**config.mk**
```make
export PLATFORM = sky130hd
export DESIGN_NAME = mult_sequencer_flat
export DESIGN_NICKNAME = d
export VERILOG_FILES = /design/src/rtl/mips_pkg.sv /design/src/rtl/mult_sequencer_if.sv /design/src/rtl/mult_sequencer_hilo_reg.sv /design/src/rtl/mult_sequencer.sv /design/src/flat_wrapper.sv
export SDC_FILE = /design/constraint.sdc
export NUM_CORES = 1
export LEC_CHECK = 0
export BUFFER_PORTS_ARGS = -buffer_cell sky130_fd_sc_hd__buf_2
export CAP_MARGIN = 20
export CORE_MARGIN = 5
export CORE_UTILIZATION = 40
export DETAILED_ROUTE_END_ITERATION = 16
export PLACE_DENSITY = 0.8
export SLEW_MARGIN = 30
export SYNTH_ARGS = -nofsm -noshare
export SYNTH_HDL_FRONTEND = slang
export SYNTH_SLANG_ARGS = --single-unit
```
**constraint.sdc**
```tcl
create_clock -name clk -period 4.6 [get_ports clk]
set_clock_uncertainty 0.15 [all_clocks]
set_input_delay 0.23 -clock clk [delete_from_list [all_inputs] [get_ports clk]]
set_output_delay 0.23 -clock clk [all_outputs]
set_load 0.005 [all_outputs]
```
**src/rtl/mips_pkg.sv**
```systemverilog
// rtl/mips_pkg.sv - shared types and defaults for the multiply sequencer
package mips_pkg;

  localparam int MULT_WIDTH   = 32;
  localparam int MULT_TIMEOUT = 40;

  typedef enum logic [1:0] {
    IDLE  = 2'd0,
    START = 2'd1,
    WAIT  = 2'd2
  } mult_state_t;

endpackage

```
**src/rtl/mult_sequencer_if.sv**
```systemverilog
// rtl/mult_sequencer_if.sv - execute-stage request and multiplier handshake bundle
interface mult_sequencer_if
  import mips_pkg::*;
#(
  parameter int WIDTH = MULT_WIDTH
);

  logic               multreqE;
  logic               multsignE;
  logic               mtreqE;
  logic               mthiE;
  logic [WIDTH-1:0]   mtdataE;
  logic               mfreqD;
  logic               prodV;
  logic [2*WIDTH-1:0] prod;
  logic               multstart;
  logic               multsign;
  logic [WIDTH-1:0]   hi;
  logic [WIDTH-1:0]   lo;
  logic               busy;
  logic               stallmult;
  logic               err;

  modport master (
    output multreqE, multsignE, mtreqE, mthiE, mtdataE, mfreqD, prodV, prod,
    input  multstart, multsign, hi, lo, busy, stallmult, err
  );

  modport slave (
    input  multreqE, multsignE, mtreqE, mthiE, mtdataE, mfreqD, prodV, prod,
    output multstart, multsign, hi, lo, busy, stallmult, err
  );

endinterface

```
**src/rtl/mult_sequencer_hilo_reg.sv**
```systemverilog
// rtl/mult_sequencer_hilo_reg.sv - architectural HI/LO pair with product load and mthi/mtlo write
module hilo_reg #(
  parameter int WIDTH = 32
) (
  input  logic               clk_i,
  input  logic               rst_ni,
  input  logic               load_prod_i,
  input  logic [2*WIDTH-1:0] prod_i,
  input  logic               mt_we_i,
  input  logic               mt_hi_i,
  input  logic [WIDTH-1:0]   mt_data_i,
  output logic [WIDTH-1:0]   hi_o,
  output logic [WIDTH-1:0]   lo_o
);

  logic [WIDTH-1:0] hi_q, hi_d;
  logic [WIDTH-1:0] lo_q, lo_d;

  // A product load and an mt write are mutually exclusive by state, load listed first anyway
  always_comb begin
    hi_d = hi_q;
    lo_d = lo_q;
    if (load_prod_i) begin
      hi_d = prod_i[2*WIDTH-1:WIDTH];
      lo_d = prod_i[WIDTH-1:0];
    end else if (mt_we_i) begin
      if (mt_hi_i) hi_d = mt_data_i;
      else         lo_d = mt_data_i;
    end
  end

  always_ff @(posedge clk_i or negedge rst_ni) begin
    if (!rst_ni) begin
      hi_q <= '0;
      lo_q <= '0;
    end else begin
      hi_q <= hi_d;
      lo_q <= lo_d;
    end
  end

  assign hi_o = hi_q;
  assign lo_o = lo_q;

endmodule

```
**src/rtl/mult_sequencer.sv**
```systemverilog
// rtl/mult_sequencer.sv - issues serial-multiplier starts, owns HI/LO, stalls dependents while busy
module mult_sequencer
  import mips_pkg::*;
#(
  parameter int WIDTH   = MULT_WIDTH,
  parameter int TIMEOUT = MULT_TIMEOUT
) (
  input  logic             clk,
  input  logic             rst,
  mult_sequencer_if.slave  bus
);

  localparam int CW = $clog2(TIMEOUT + 1);

  mult_state_t   state_q;
  logic [CW-1:0] counter_q;
  logic          multstart_q;
  logic          multsign_q;
  logic          err_q;
  logic          busy;
  logic          load_prod;
  logic          mt_we;

  always_ff @(posedge clk or negedge rst) begin
    if (!rst) begin
      state_q     <= IDLE;
      counter_q   <= '0;
      multstart_q <= 1'b0;
      multsign_q  <= 1'b0;
      err_q       <= 1'b0;
    end else begin
      multstart_q <= 1'b0;
      case (state_q)
        IDLE: begin
          if (bus.multreqE) begin
            state_q     <= START;
            multsign_q  <= bus.multsignE;
            multstart_q <= 1'b1;
          end
        end
        START: begin
          counter_q <= CW'(1);
          state_q   <= WAIT;
        end
        WAIT: begin
          if (bus.prodV) begin
            counter_q <= '0;
            state_q   <= IDLE;
          end else if (counter_q == CW'(TIMEOUT)) begin
            // Watchdog gives up on the multiplier but leaves HI/LO as they were
            err_q     <= 1'b1;
            counter_q <= '0;
            state_q   <= IDLE;
          end else begin
            counter_q <= counter_q + CW'(1);
          end
        end
        default: begin
          counter_q <= '0;
          state_q   <= IDLE;
        end
      endcase
    end
  end

  assign busy      = (state_q != IDLE);
  assign load_prod = (state_q == WAIT) && bus.prodV;
  // A simultaneous mult request takes the execute slot, so the mt write is dropped
  assign mt_we     = (state_q == IDLE) && !bus.multreqE && bus.mtreqE;

  hilo_reg #(
    .WIDTH (WIDTH)
  ) u_hilo (
    .clk_i       (clk),
    .rst_ni      (rst),
    .load_prod_i (load_prod),
    .prod_i      (bus.prod),
    .mt_we_i     (mt_we),
    .mt_hi_i     (bus.mthiE),
    .mt_data_i   (bus.mtdataE),
    .hi_o        (bus.hi),
    .lo_o        (bus.lo)
  );

  assign bus.multstart = multstart_q;
  assign bus.multsign  = multsign_q;
  assign bus.busy      = busy;
  assign bus.stallmult = busy && (bus.mfreqD || bus.multreqE || bus.mtreqE);
  assign bus.err       = err_q;

endmodule

```
**src/flat_wrapper.sv**
```systemverilog
// flat-port wrapper written by rule: the top's interface ports become plain ports
module mult_sequencer_flat import mips_pkg::*;
#(
  parameter int WIDTH   = MULT_WIDTH,
  parameter int TIMEOUT = MULT_TIMEOUT
)
  (clk, rst, bus_multreqE, bus_multsignE, bus_mtreqE, bus_mthiE, bus_mtdataE, bus_mfreqD, bus_prodV, bus_prod, bus_multstart, bus_multsign, bus_hi, bus_lo, bus_busy, bus_stallmult, bus_err);
  mult_sequencer_if #(.WIDTH(WIDTH)) bus_i ();
  input  logic clk;
  input  logic rst;
  input wire logic [$bits(bus_i.multreqE)-1:0] bus_multreqE;
  input wire logic [$bits(bus_i.multsignE)-1:0] bus_multsignE;
  input wire logic [$bits(bus_i.mtreqE)-1:0] bus_mtreqE;
  input wire logic [$bits(bus_i.mthiE)-1:0] bus_mthiE;
  input wire logic [$bits(bus_i.mtdataE)-1:0] bus_mtdataE;
  input wire logic [$bits(bus_i.mfreqD)-1:0] bus_mfreqD;
  input wire logic [$bits(bus_i.prodV)-1:0] bus_prodV;
  input wire logic [$bits(bus_i.prod)-1:0] bus_prod;
  output wire logic [$bits(bus_i.multstart)-1:0] bus_multstart;
  output wire logic [$bits(bus_i.multsign)-1:0] bus_multsign;
  output wire logic [$bits(bus_i.hi)-1:0] bus_hi;
  output wire logic [$bits(bus_i.lo)-1:0] bus_lo;
  output wire logic [$bits(bus_i.busy)-1:0] bus_busy;
  output wire logic [$bits(bus_i.stallmult)-1:0] bus_stallmult;
  output wire logic [$bits(bus_i.err)-1:0] bus_err;
  assign bus_i.multreqE = bus_multreqE;
  assign bus_i.multsignE = bus_multsignE;
  assign bus_i.mtreqE = bus_mtreqE;
  assign bus_i.mthiE = bus_mthiE;
  assign bus_i.mtdataE = bus_mtdataE;
  assign bus_i.mfreqD = bus_mfreqD;
  assign bus_i.prodV = bus_prodV;
  assign bus_i.prod = bus_prod;
  assign bus_multstart = bus_i.multstart;
  assign bus_multsign = bus_i.multsign;
  assign bus_hi = bus_i.hi;
  assign bus_lo = bus_i.lo;
  assign bus_busy = bus_i.busy;
  assign bus_stallmult = bus_i.stallmult;
  assign bus_err = bus_i.err;
  mult_sequencer #(.WIDTH(WIDTH), .TIMEOUT(TIMEOUT)) u_core (.clk(clk), .rst(rst), .bus(bus_i));
endmodule
```
==> qor.txt, run 1 <==
Setup TNS Final - 0 ps
Hold_sp - bus_prod[59]
Ys async rst share - 100%
Clock latency on the worst-skew pair - 330 ps
Netlist cell types - 30
FILL cells - 711
Gr ovfl total - 0
Total GRT Usage - 18.9%
Drt first pass iters - 5
Routability cong. - 0.782
Pwr/cell area - 515 mW/mm2
Top_reg_cell synth - dfrtp_1
Syn Std Cell Area - 0.00363 mm2
Fraction of layout cells with a size suffix above 1 - 34.4%
Largest vdd supply drop - 0.335 mV
Nets - 670
RSZ-0062 raised after global routing - false
Clock Path Buffers - 2
Seq cells post-synth - 75
Slew Viols, Final - 0
Register area share after synthesis - 51.8%
DP Wirelength - 7010 um
Critical Path Source - u_core.state_q[1]
Largest net degree at the start of global routing - 129
CP Data Required Time - 4630 ps
Hold Violations, Final - 0
Crit path DAT - 2740 ps
Tcrit/Tclk final - 59.0%
CP max FO - 20
LEAKAGE - 2.61 nW
First-pass GRT wire length - 17300 um
I/O pin count - 173
Max-cap violation count - 0
Syn. warnings - 0
Area grow syn2layout - 43.1%
Clock Sinks - 75
Initial antenna violation count - 0
Initial Util - 41.4%
Setup-failing EPs final - 0
Mean routed wirelength per cell - 15.6 um
Die ar. - 0.0111 mm2
Post-synth net total - 457
Hold_ws - 16.8 ps
Min cycle time layout - 2710 ps
Drt total wl - 10500 um
Die W - 105 um
Crit path capture type - flop
Syn_area_per_cell - 10.5 um2
Iter 0 DRT Violations - 92
Vias in the first global route - 3559
Crit-path cells - inv_1 > ha_1 > nand4b_2 > buf_4 > mux2i_1 > a21oi_1
FF/Latch Area - 0.00188 mm2
Post-Syn Instances - 346
Vias/cell - 4.98
Critical Path Source Type - flop
Crit path kind - reg2reg
Die H - 105 um
IO buf count - 172
Htree depth - 3
DRC errors left - 0
CTS Buf Count - 9
Cell chosen for the clock root - clkbuf_8
CP max stage delay - 590 ps
Outcome - completed
Inserted Diodes - 0
Fmax - 0.368 GHz
Crit path max-delay cell type - nand4b_2
Reg clk slew, reported paths - 80 ps
Core Region - 0.00876 mm2
TritonCTS clock tree - done
Total number of vias - 3348
Floorplan row count - 34
EDFF count, synth - 0
Slew HR - 50.6%
Reg2Reg Launch Point - u_core.state_q[1]
Hold WC Path Type - in2reg
ANT nets after route - 0
Worst-Margin Slew - 742 ps
Multi-input gate area - 0.00159 mm2
==> registers in the layout, summed over array words and instances, names as in the netlist <==
name and cells:
u_core.state_q 2, u_core.bus.multstart 1, u_core.u_hilo.lo_o 32, u_core.u_hilo.hi_o 32, u_core.bus.err 1, u_core.bus.multsign 1
u_core.counter_q 6
==> what timing repair did <==
item / 4_1_cts / 5_1_grt
gates resized for setup: 0 / 0
setup buffers: 0 / 0
hold buffers: 52 / 0
endpoints found under the hold margin: 126 / 0
==> power breakdown <==
part / internal, mW / leakage, nW / switching (mW) / total (mW)
Combinational: 0.555 / 1.67 / 0.545 / 1.10
Clock: 0.193 / 0.0770 / 0.245 / 0.438
Sequential: 0.965 / 0.865 / 0.168 / 1.13
==> final timing paths <==
path                                     endpoint  depth (start not counted)  slack (ps)
min in group asynchronous          u_core.bus.err                          2         300
max in group asynchronous   u_core.u_hilo.lo_o[5]                          2        3470
max                         u_core.u_hilo.hi_o[5]                          6        1890
min reg2reg                        u_core.bus.err                          1         330
max reg2reg                 u_core.u_hilo.hi_o[5]                          6        1890
min                        u_core.u_hilo.hi_o[27]                          3          20
==> stage by stage <==
stage / worst slack (ps) / instance area [um2] / power (mW) / utilization [%] / instances
after floorplan: 2870 / 3630 / 1.72 / - / 346
after detailed placement: 1950 / 4500 / 2.21 / 51.3 / 604
after global placement: 1910 / 4480 / 2.14 / 51.2 / 604
final: 1890 / 5190 / 2.67 / 59.2 / 672
after global routing: 1690 / 5190 / 2.88 / 59.2 / 672
after CTS: 1900 / 5180 / 2.70 / 59.2 / 672
==> cells in the mapped netlist, types with 3 or more instances <==
cell      count  area [um2]
o211ai_1      5        37.5
buf_12        3        60.1
nor2_1       68         255
mux2i_1      66         661
nor2b_1       3        18.8
buf_4         3        22.5
dfrtp_1      75        1880
a21oi_1      65         325
inv_1         5        18.8
o21ai_0       4        20.0
clkbuf_1     14        52.6
ha_1          7        87.6
nand2_1       8        30.0
==> layout by cell type (no fill, tap or decap), drive strengths merged, types with 4 or more instances in the layout <==
cell type,synthesis,final
o211ai,5,5
inv,5,5
nor2,68,68
dfrtp,75,75
nand2,8,8
dlygate4sd3,0,52
clkbuf,14,9
buf,9,173
a21oi,65,65
o21ai,4,4
mux2i,66,66
clkinvlp,0,4
ha,7,7
==> metal layers <==
metal / vias to the layer above / global-route usage [%] / share of wire (%)
met5: - / 0 / 0
met4: 0 / 7.58 / 2.1
met3: 19 / 4.77 / 6.9
met2: 120 / 33.3 / 51
met1: 1594 / 21.8 / 40
li1: 1615 / - / -
==> critical path, delay by kind of cell, from the launching register on <==
kind | cells | cell delay, ps
mux | 1 | 210
fa+ha+maj | 1 | 440
buf+inv | 2 | 620
flops | 1 | 430
compound gates | 1 | 100
simple gates | 1 | 590
==> area by class of cell <==
| type | instances | area share [%] |
|---|---|---|
| flip-flops and latches | 75 | 36.2 |
| multi-input cells | 243 | 30.7 |
| repair buffers | 225 | 26.9 |
| well taps | 108 | 2.60 |
| clock buffers | 9 | 2.39 |
| clock inverters | 7 | 0.868 |
| inverters | 5 | 0.362 |
==> kinds of logic after synthesis <==
kind of cell | synth area share (%)
simple gates | 10.6
compound gates | 11.7
flops | 51.8
mux | 18.5
buf+inv | 4.83
fa+ha+maj | 2.42
xor+xnor | 0.242
Note: power is estimated with default switching activity, not from simulation.
==> run 2: changes to the inputs <==
PLACE_DENSITY = 0.82   (was 0.8)
clock period = 2.44 ns   (was 4.6 ns; I/O delays follow)
==> qor.txt, run 2 (same netlist as run 1, synthesis figures left out) <==
Setup TNS Final - 0 ps (unchanged)
Hold_sp - bus_prodV
Fmax - 0.471 GHz (+28%)
CTS Buf Count - 9 (unchanged)
Most common cell after layout, fill and taps aside - buf_2
CP max stage delay - 500 ps (-90 ps)
Hold Violations, Final - 0 (unchanged)
Clock Sinks - 75 (unchanged)
ANT nets after route - 0 (unchanged)
Hold buffers post-CTS - 99 (+90%)
CP Data Required Time - 2490 ps (-2140 ps)
Gr ovfl total - 0 (unchanged)
Die H - 105 um (unchanged)
Vias/cell - 5.03 (+1.1%)
Hold Path Sink - u_core.counter_q[1]
First-pass GRT wire length - 19900 um (+15%)
Largest vdd supply drop - 0.720 mV (+110%)
Area grow syn2layout - 59.6%
Multi-input gate area - 0.00158 mm2 (-0.78%)
Reg clk slew, reported paths - 80 ps (about the same)
Slew Viols, Final - 0 (unchanged)
Clock Path Buffers - 2 (unchanged)
Commonest cells after routing, fill and taps aside - 171 x buf_2, 99 x dlygate4sd3_1, 75 x dfrtp_1, 68 x nor2_1, 66 x mux2i_1
Die W - 105 um (unchanged)
Die ar. - 0.0111 mm2 (unchanged)
Nets - 720 (+7.5%)
FILL cells - 677 (-4.8%)
DRC errors left - 0 (unchanged)
Hold WC Path Type - in2reg
R2r endpoint - u_core.u_hilo.hi_o[6]
Flop-to-flop setup slack - 320 ps (-1570 ps)
Critical Path Source Type - flop
Crit path kind - reg2reg
Pwr/cell area - 968 mW/mm2 (+88%)
Vias in the first global route - 4019 (+13%)
Crit-path cells - inv_1 > ha_1 > nand4b_2 > buf_4 > mux2i_1 > a21oi_1
LEAKAGE - 2.89 nW (+11%)
Total number of vias - 3630 (+8.4%)
Drt first pass iters - 4 (-1)
Crit path DAT - 2170 ps (-570 ps)
I/O pin count - 173 (unchanged)
FF/Latch Area - 0.00188 mm2 (unchanged)
Max-cap violation count - 0 (unchanged)
Post-CTS Setup Bufs - 0 (unchanged)
Slew HR - 54.9% (+4.4 points)
Iter 0 DRT Violations - 141 (+53%)
Min cycle time layout - 2120 ps (-592 ps)
Initial Util - 41.4% (unchanged)
Initial antenna violation count - 0 (unchanged)
TritonCTS clock tree - done
Drt total wl - 12000 um (+14%)
IO buf count - 172 (unchanged)
Fraction of layout cells with a size suffix above 1 - 32.0% (-2.4 points)
Reg2Reg Launch Point - u_core.state_q[0]
Post-cts resize count - 0 (unchanged)
Inserted Diodes - 0 (unchanged)
Cell chosen for the clock root - clkbuf_8
Clock latency on the worst-skew pair - 340 ps (about the same)
Routability cong. - 0.804 (+2.8%)
Setup-failing EPs final - 0 (unchanged)
Floorplan row count - 34 (unchanged)
Hold Crit Depth - 4 (+1)
Core Region - 0.00876 mm2 (unchanged)
Reg2reg path depth - 6 (unchanged)
DP Wirelength - 7090 um (+1.1%)
Outcome - completed
Htree depth - 3 (unchanged)
Mean routed wirelength per cell - 16.7 um (+6.6%)
CP max FO - 32 (+60%)
Worst-Margin Slew - 676 ps (-65.7 ps)
Largest net degree at the start of global routing - 129 (unchanged)
Tcrit/Tclk final - 87.0% (+28 points)
Crit path capture type - flop
Crit path max-delay cell type - buf_4
RSZ-0062 raised after global routing - false
Final Power - 5.60 mW (+110%)
Total GRT Usage - 22.1% (+3.2 points)
run 2: changes by cell type in the layout (fill, tap and decap cells not counted), moves of 2 or more:
cell	before	now
dlygate4sd3_1	52	99
bufinv_16	0	4
clkinvlp_4	4	0
buf_12	0	2
clkinv_2	3	1
run 2: layout make-up:
class                      instances  share of cell area, %
sequential                        75                   32.4
clock buffer                      10                   2.38
inverter                           5                  0.324
multi-input combinational        243                   27.3
timing repair buffer             275                   33.1
tap                              108                   2.33
clock inverter                     5                   2.16
run 2: metal layers:
metal | share of wire [%] | track usage (%)
met1 | 38 | 24.9
met4 | 2.9 | 9.68
met5 | 0 | 0
met2 | 53 | 39.1
met3 | 6.7 | 5.75
run 2: through the flow:
| stage | setup WS [ps] | instances | hold WS [ps] | util [%] | area, um2 |
|---|---|---|---|---|---|
| floorplan | 711 | 346 | -324 | - | 3630 |
| global placement | 516 | 607 | 179 | 51.7 | 4530 |
| detailed placement | 428 | 607 | 179 | 51.7 | 4530 |
| CTS | 408 | 721 | 59.4 | 66.0 | 5780 |
| global route | 221 | 721 | 107 | 66.0 | 5790 |
| finish | 317 | 721 | 76.7 | 66.0 | 5790 |
run 2: worst max-delay path by stage:
| stage | cells past startpoint | start | end |
|---|---|---|---|
| 6_report | 6 | u_core.state_q[0] | u_core.u_hilo.hi_o[6] |
| 2_1_floorplan | 7 | u_core.state_q[0] | u_core.u_hilo.lo_o[18] |
| 3_5_place_dp | 6 | u_core.state_q[0] | u_core.u_hilo.hi_o[6] |
| 4_1_cts | 6 | u_core.state_q[0] | u_core.u_hilo.hi_o[25] |
| 5_1_grt | 6 | u_core.state_q[0] | u_core.u_hilo.hi_o[6] |
| 3_3_place_gp | 6 | u_core.state_q[0] | u_core.u_hilo.hi_o[0] |
run 2: critical path: cells and delay by family, from the launching register on:
| kind | cells | cell delay (ps) |
|---|---|---|
| flip-flops | 1 | 430 |
| adder cells (fa/ha/maj) | 1 | 250 |
| AND/OR/NAND/NOR | 1 | 100 |
| buffers and inverters | 2 | 610 |
| AO/OA/AOI/OAI | 1 | 110 |
| multiplexers | 1 | 310 |
run 2: power breakdown:
part	internal (mW)	switching (mW)	total [mW]
logic	1.12	1.08	2.20
clock network	0.804	0.455	1.26
registers	1.82	0.327	2.15
==> run 3: changes to the inputs <==
CORE_MARGIN = unset   (was 5)
RECOVER_POWER = 50   (was unset)
==> qor.txt, run 3 <==
Outcome - stopped before the end
Failing step - clock tree synthesis (4_1_cts)
Error - [ERROR RSZ-0060] Max buffer count reached.
Post-cts resize count - 0 (unchanged)
Post-synth top cells - 75 x dfrtp_1, 68 x nor2_1, 66 x mux2i_1
CTS Buf Count - 9 (unchanged)
Syn_area_per_cell - 10.5 um2 (unchanged)
Pre-CTS setup slack - 478 ps (+49.8 ps)
Floorplan row count - 34 (unchanged)
Seq cells post-synth - 75 (unchanged)
EDFF count, synth - 0 (unchanged)
Die W - 97.2 um (-7.6%)
DP Area - 0.00455 mm2 (+0.50%)
Ys async rst share - 100% (unchanged)
Post-Syn Instances - 346 (unchanged)
I/O pin count - 173 (unchanged)
Top_reg_cell synth - dfrtp_1
Area leader, netlist - dfrtp_1
Register area share after synthesis - 51.8% (unchanged)
Cell chosen for the clock root - clkbuf_8
Htree depth - 3 (unchanged)
Top cells by area, synth - dfrtp_1 52%, mux2i_1 18%, a21oi_1 9.0%
Syn Std Cell Area - 0.00363 mm2 (unchanged)
DP Wirelength - 6420 um (-9.5%)
Hold buffers post-CTS - 126 (+27%)
Post-CTS Setup Bufs - 0 (unchanged)
Die H - 97.2 um (-7.6%)
Netlist cell types - 30 (unchanged)
Initial Util - 41.4% (unchanged)
Clock Sinks - 75 (unchanged)
IO buf count - 172 (unchanged)
Yosys top cell area share - 51.8% (unchanged)
Syn. warnings - 0 (unchanged)
Post-synth net total - 457 (unchanged)
Routability cong. - 0.896 (+11%)
Cell with the most instances after synthesis - dfrtp_1
Clock Path Buffers - 2 (unchanged)
-- run 3: cell counts after synthesis --
Identical to the previous run, type by type.
-- run 3: through the flow --
| stage | std cells | util [%] | hold slack, ps |
|---|---|---|---|
| 2_1_floorplan | 346 | - | -324 |
| 3_3_place_gp | 610 | 52.0 | 170 |
| 3_5_place_dp | 610 | 52.0 | 181 |
-- run 3: logic make-up after synthesis --
kind of cell	synth area share, %
AND/OR/NAND/NOR	10.6
buffers and inverters	4.83
multiplexers	18.5
flip-flops	51.8
adder cells (fa/ha/maj)	2.42
AO/OA/AOI/OAI	11.7
XOR/XNOR	0.242
==> run 4: changes to the inputs <==
CORE_UTILIZATION = 25   (was 40)
PLACE_DENSITY = unset   (was 0.82)
PLACE_DENSITY_LB_ADDON = 0.15   (was unset)
clock period = 3.15 ns   (was 2.44 ns; I/O delays follow)
==> qor.txt, run 4 (same netlist as run 1, synthesis figures left out) <==
Hold WC Path Type - in2reg
Setup TNS Final - 0 ps
Clock Sinks - 75 (unchanged)
Clock Path Buffers - 2 (unchanged)
DP Wirelength - 6670 um (+4.0%)
Core Region - 0.0140 mm2
LEAKAGE - 2.88 nW
Drt total wl - 11600 um
Crit path DAT - 2810 ps
Failing checks - max-capacitance violations, max-slew violations
Reg clk slew, reported paths - 60 ps
Critical Path Source - u_core.state_q[0]
First-pass GRT wire length - 17200 um
CTS Buf Count - 9 (unchanged)
Met3 wire length - 550 um
I/O pin count - 173 (unchanged)
Die W - 122 um (+26%)
Slew Viols, Final - 76
RSZ-0062 raised after global routing - false
Fraction of layout cells with a size suffix above 1 - 22.9%
Post-Route M1 WL - 4880 um
Area grow syn2layout - 69.0%
Total number of vias - 3611
Setup-failing EPs final - 0
Worst-Margin Slew - 1940 ps
Crit path kind - reg2reg
Pre-CTS setup slack - 520 ps (+42.0 ps)
Hold Violations, Final - 0
Uppermost layer routed - met4
Fmax - 0.364 GHz
Die ar. - 0.0150 mm2
CP endpoint - u_core.u_hilo.lo_o[0]
Inserted Diodes - 0
Vias in the first global route - 3631
Worst setup margin - 405 ps
Floorplan row count - 43 (+26%)
Die H - 122 um (+26%)
Met2 WL - 5870 um
ANT nets after route - 0
Slew HR - -29.2%
Tcrit/Tclk final - 87.1%
Critical Path Source Type - flop
Initial antenna violation count - 0
Mean routed wirelength per cell - 14.1 um
Flop-to-flop setup slack - 410 ps
Total GRT Usage - 14.9%
Reg2Reg Launch Point - u_core.state_q[0]
Htree depth - 3 (unchanged)
Pwr/cell area - 750 mW/mm2
Iter 0 DRT Violations - 116
TritonCTS clock tree - done
Largest vdd supply drop - 0.310 mV
Drt first pass iters - 4
Max-cap violation count - 1
Crit path capture type - flop
CP Data Required Time - 3220 ps
Reg2reg path depth - 7
Routability cong. - 0.747 (-17%)
CP max FO - 32
Largest net degree at the start of global routing - 76
Commonest cells after routing, fill and taps aside - 125 x dlygate4sd3_1, 121 x buf_2, 75 x dfrtp_1, 68 x nor2_1, 66 x mux2i_1
IO buf count - 172 (unchanged)
R2r endpoint - u_core.u_hilo.lo_o[0]
DRC errors left - 0
Clock latency on the worst-skew pair - 330 ps
Cell chosen for the clock root - clkbuf_16
Min cycle time layout - 2740 ps
Vias/cell - 4.39
Outcome - finished, violations left
Post-layout util - 43.8%
Most common cell after layout, fill and taps aside - dlygate4sd3_1
Nets - 748
FILL cells - 1387
Gr ovfl total - 0
Initial Util - 25.9% (-15 points)
run 4: critical path, cell delays in order, from the launching register on:
cell and delay [ps]:
dfrtp_1 430, inv_1 130, ha_2 400, and4bb_2 310
buf_12 280, mux2i_1 240, a21oi_1 80, dlygate4sd3_1 590
run 4: layout make-up:
class                      instances  area [um2]  share of cell area (%)
tap                              180         225                    3.68
inverter                           5        18.8                   0.306
clock buffer                      14         264                    4.31
multi-input combinational        244        1610                    26.2
timing repair buffer             302        2120                    34.7
sequential                        75        1880                    30.6
clock inverter                     2        10.0                   0.163
run 4: per-stage QoR:
| stage | power (mW) | hold WS, ps | std cells | area, um2 |
|---|---|---|---|---|
| detailed placement | 3.23 | 105 | 677 | 4620 |
| CTS | 4.69 | 5.33 | 818 | 6140 |
| global placement | 3.19 | 241 | 677 | 4610 |
| floorplan | 2.51 | -288 | 346 | 3630 |
| global route | 4.98 | 27.3 | 822 | 6130 |
| finish | 4.59 | 17.9 | 822 | 6130 |
run 4: what timing repair did:
action                     CTS  global route
buffers inserted             0             3
hold buffers               125             0
resized for setup            0             1
setup endpoints to repair    0             8
hold endpoints to repair   141             0
run 4: routing by layer:
layer  GRT usage (%)  up-vias
met4            8.23        0
met5               0        -
met1            16.8     1704
li1                -     1787
met2            26.4      102
met3            2.65       18
run 4: worst min path at each step:
stage / startpoint / endpoint / slack, ps / cells after the start
floorplan: rst / u_core.bus.err / -290 / 0
global placement: rst / u_core.bus.err / 240 / 1
detailed placement: rst / u_core.bus.err / 100 / 1
CTS: bus_mtdataE[7] / u_core.u_hilo.lo_o[7] / 5 / 3
global route: bus_mtdataE[17] / u_core.u_hilo.lo_o[17] / 30 / 3
finish: bus_mtdataE[17] / u_core.u_hilo.lo_o[17] / 20 / 3
run 4: power breakdown:
group | switching (mW) | total [mW] | internal, mW | leakage (nW)
Clock | 0.392 | 0.967 | 0.575 | 0.137
Combinational | 0.865 | 1.98 | 1.11 | 1.88
Sequential | 0.237 | 1.65 | 1.41 | 0.865
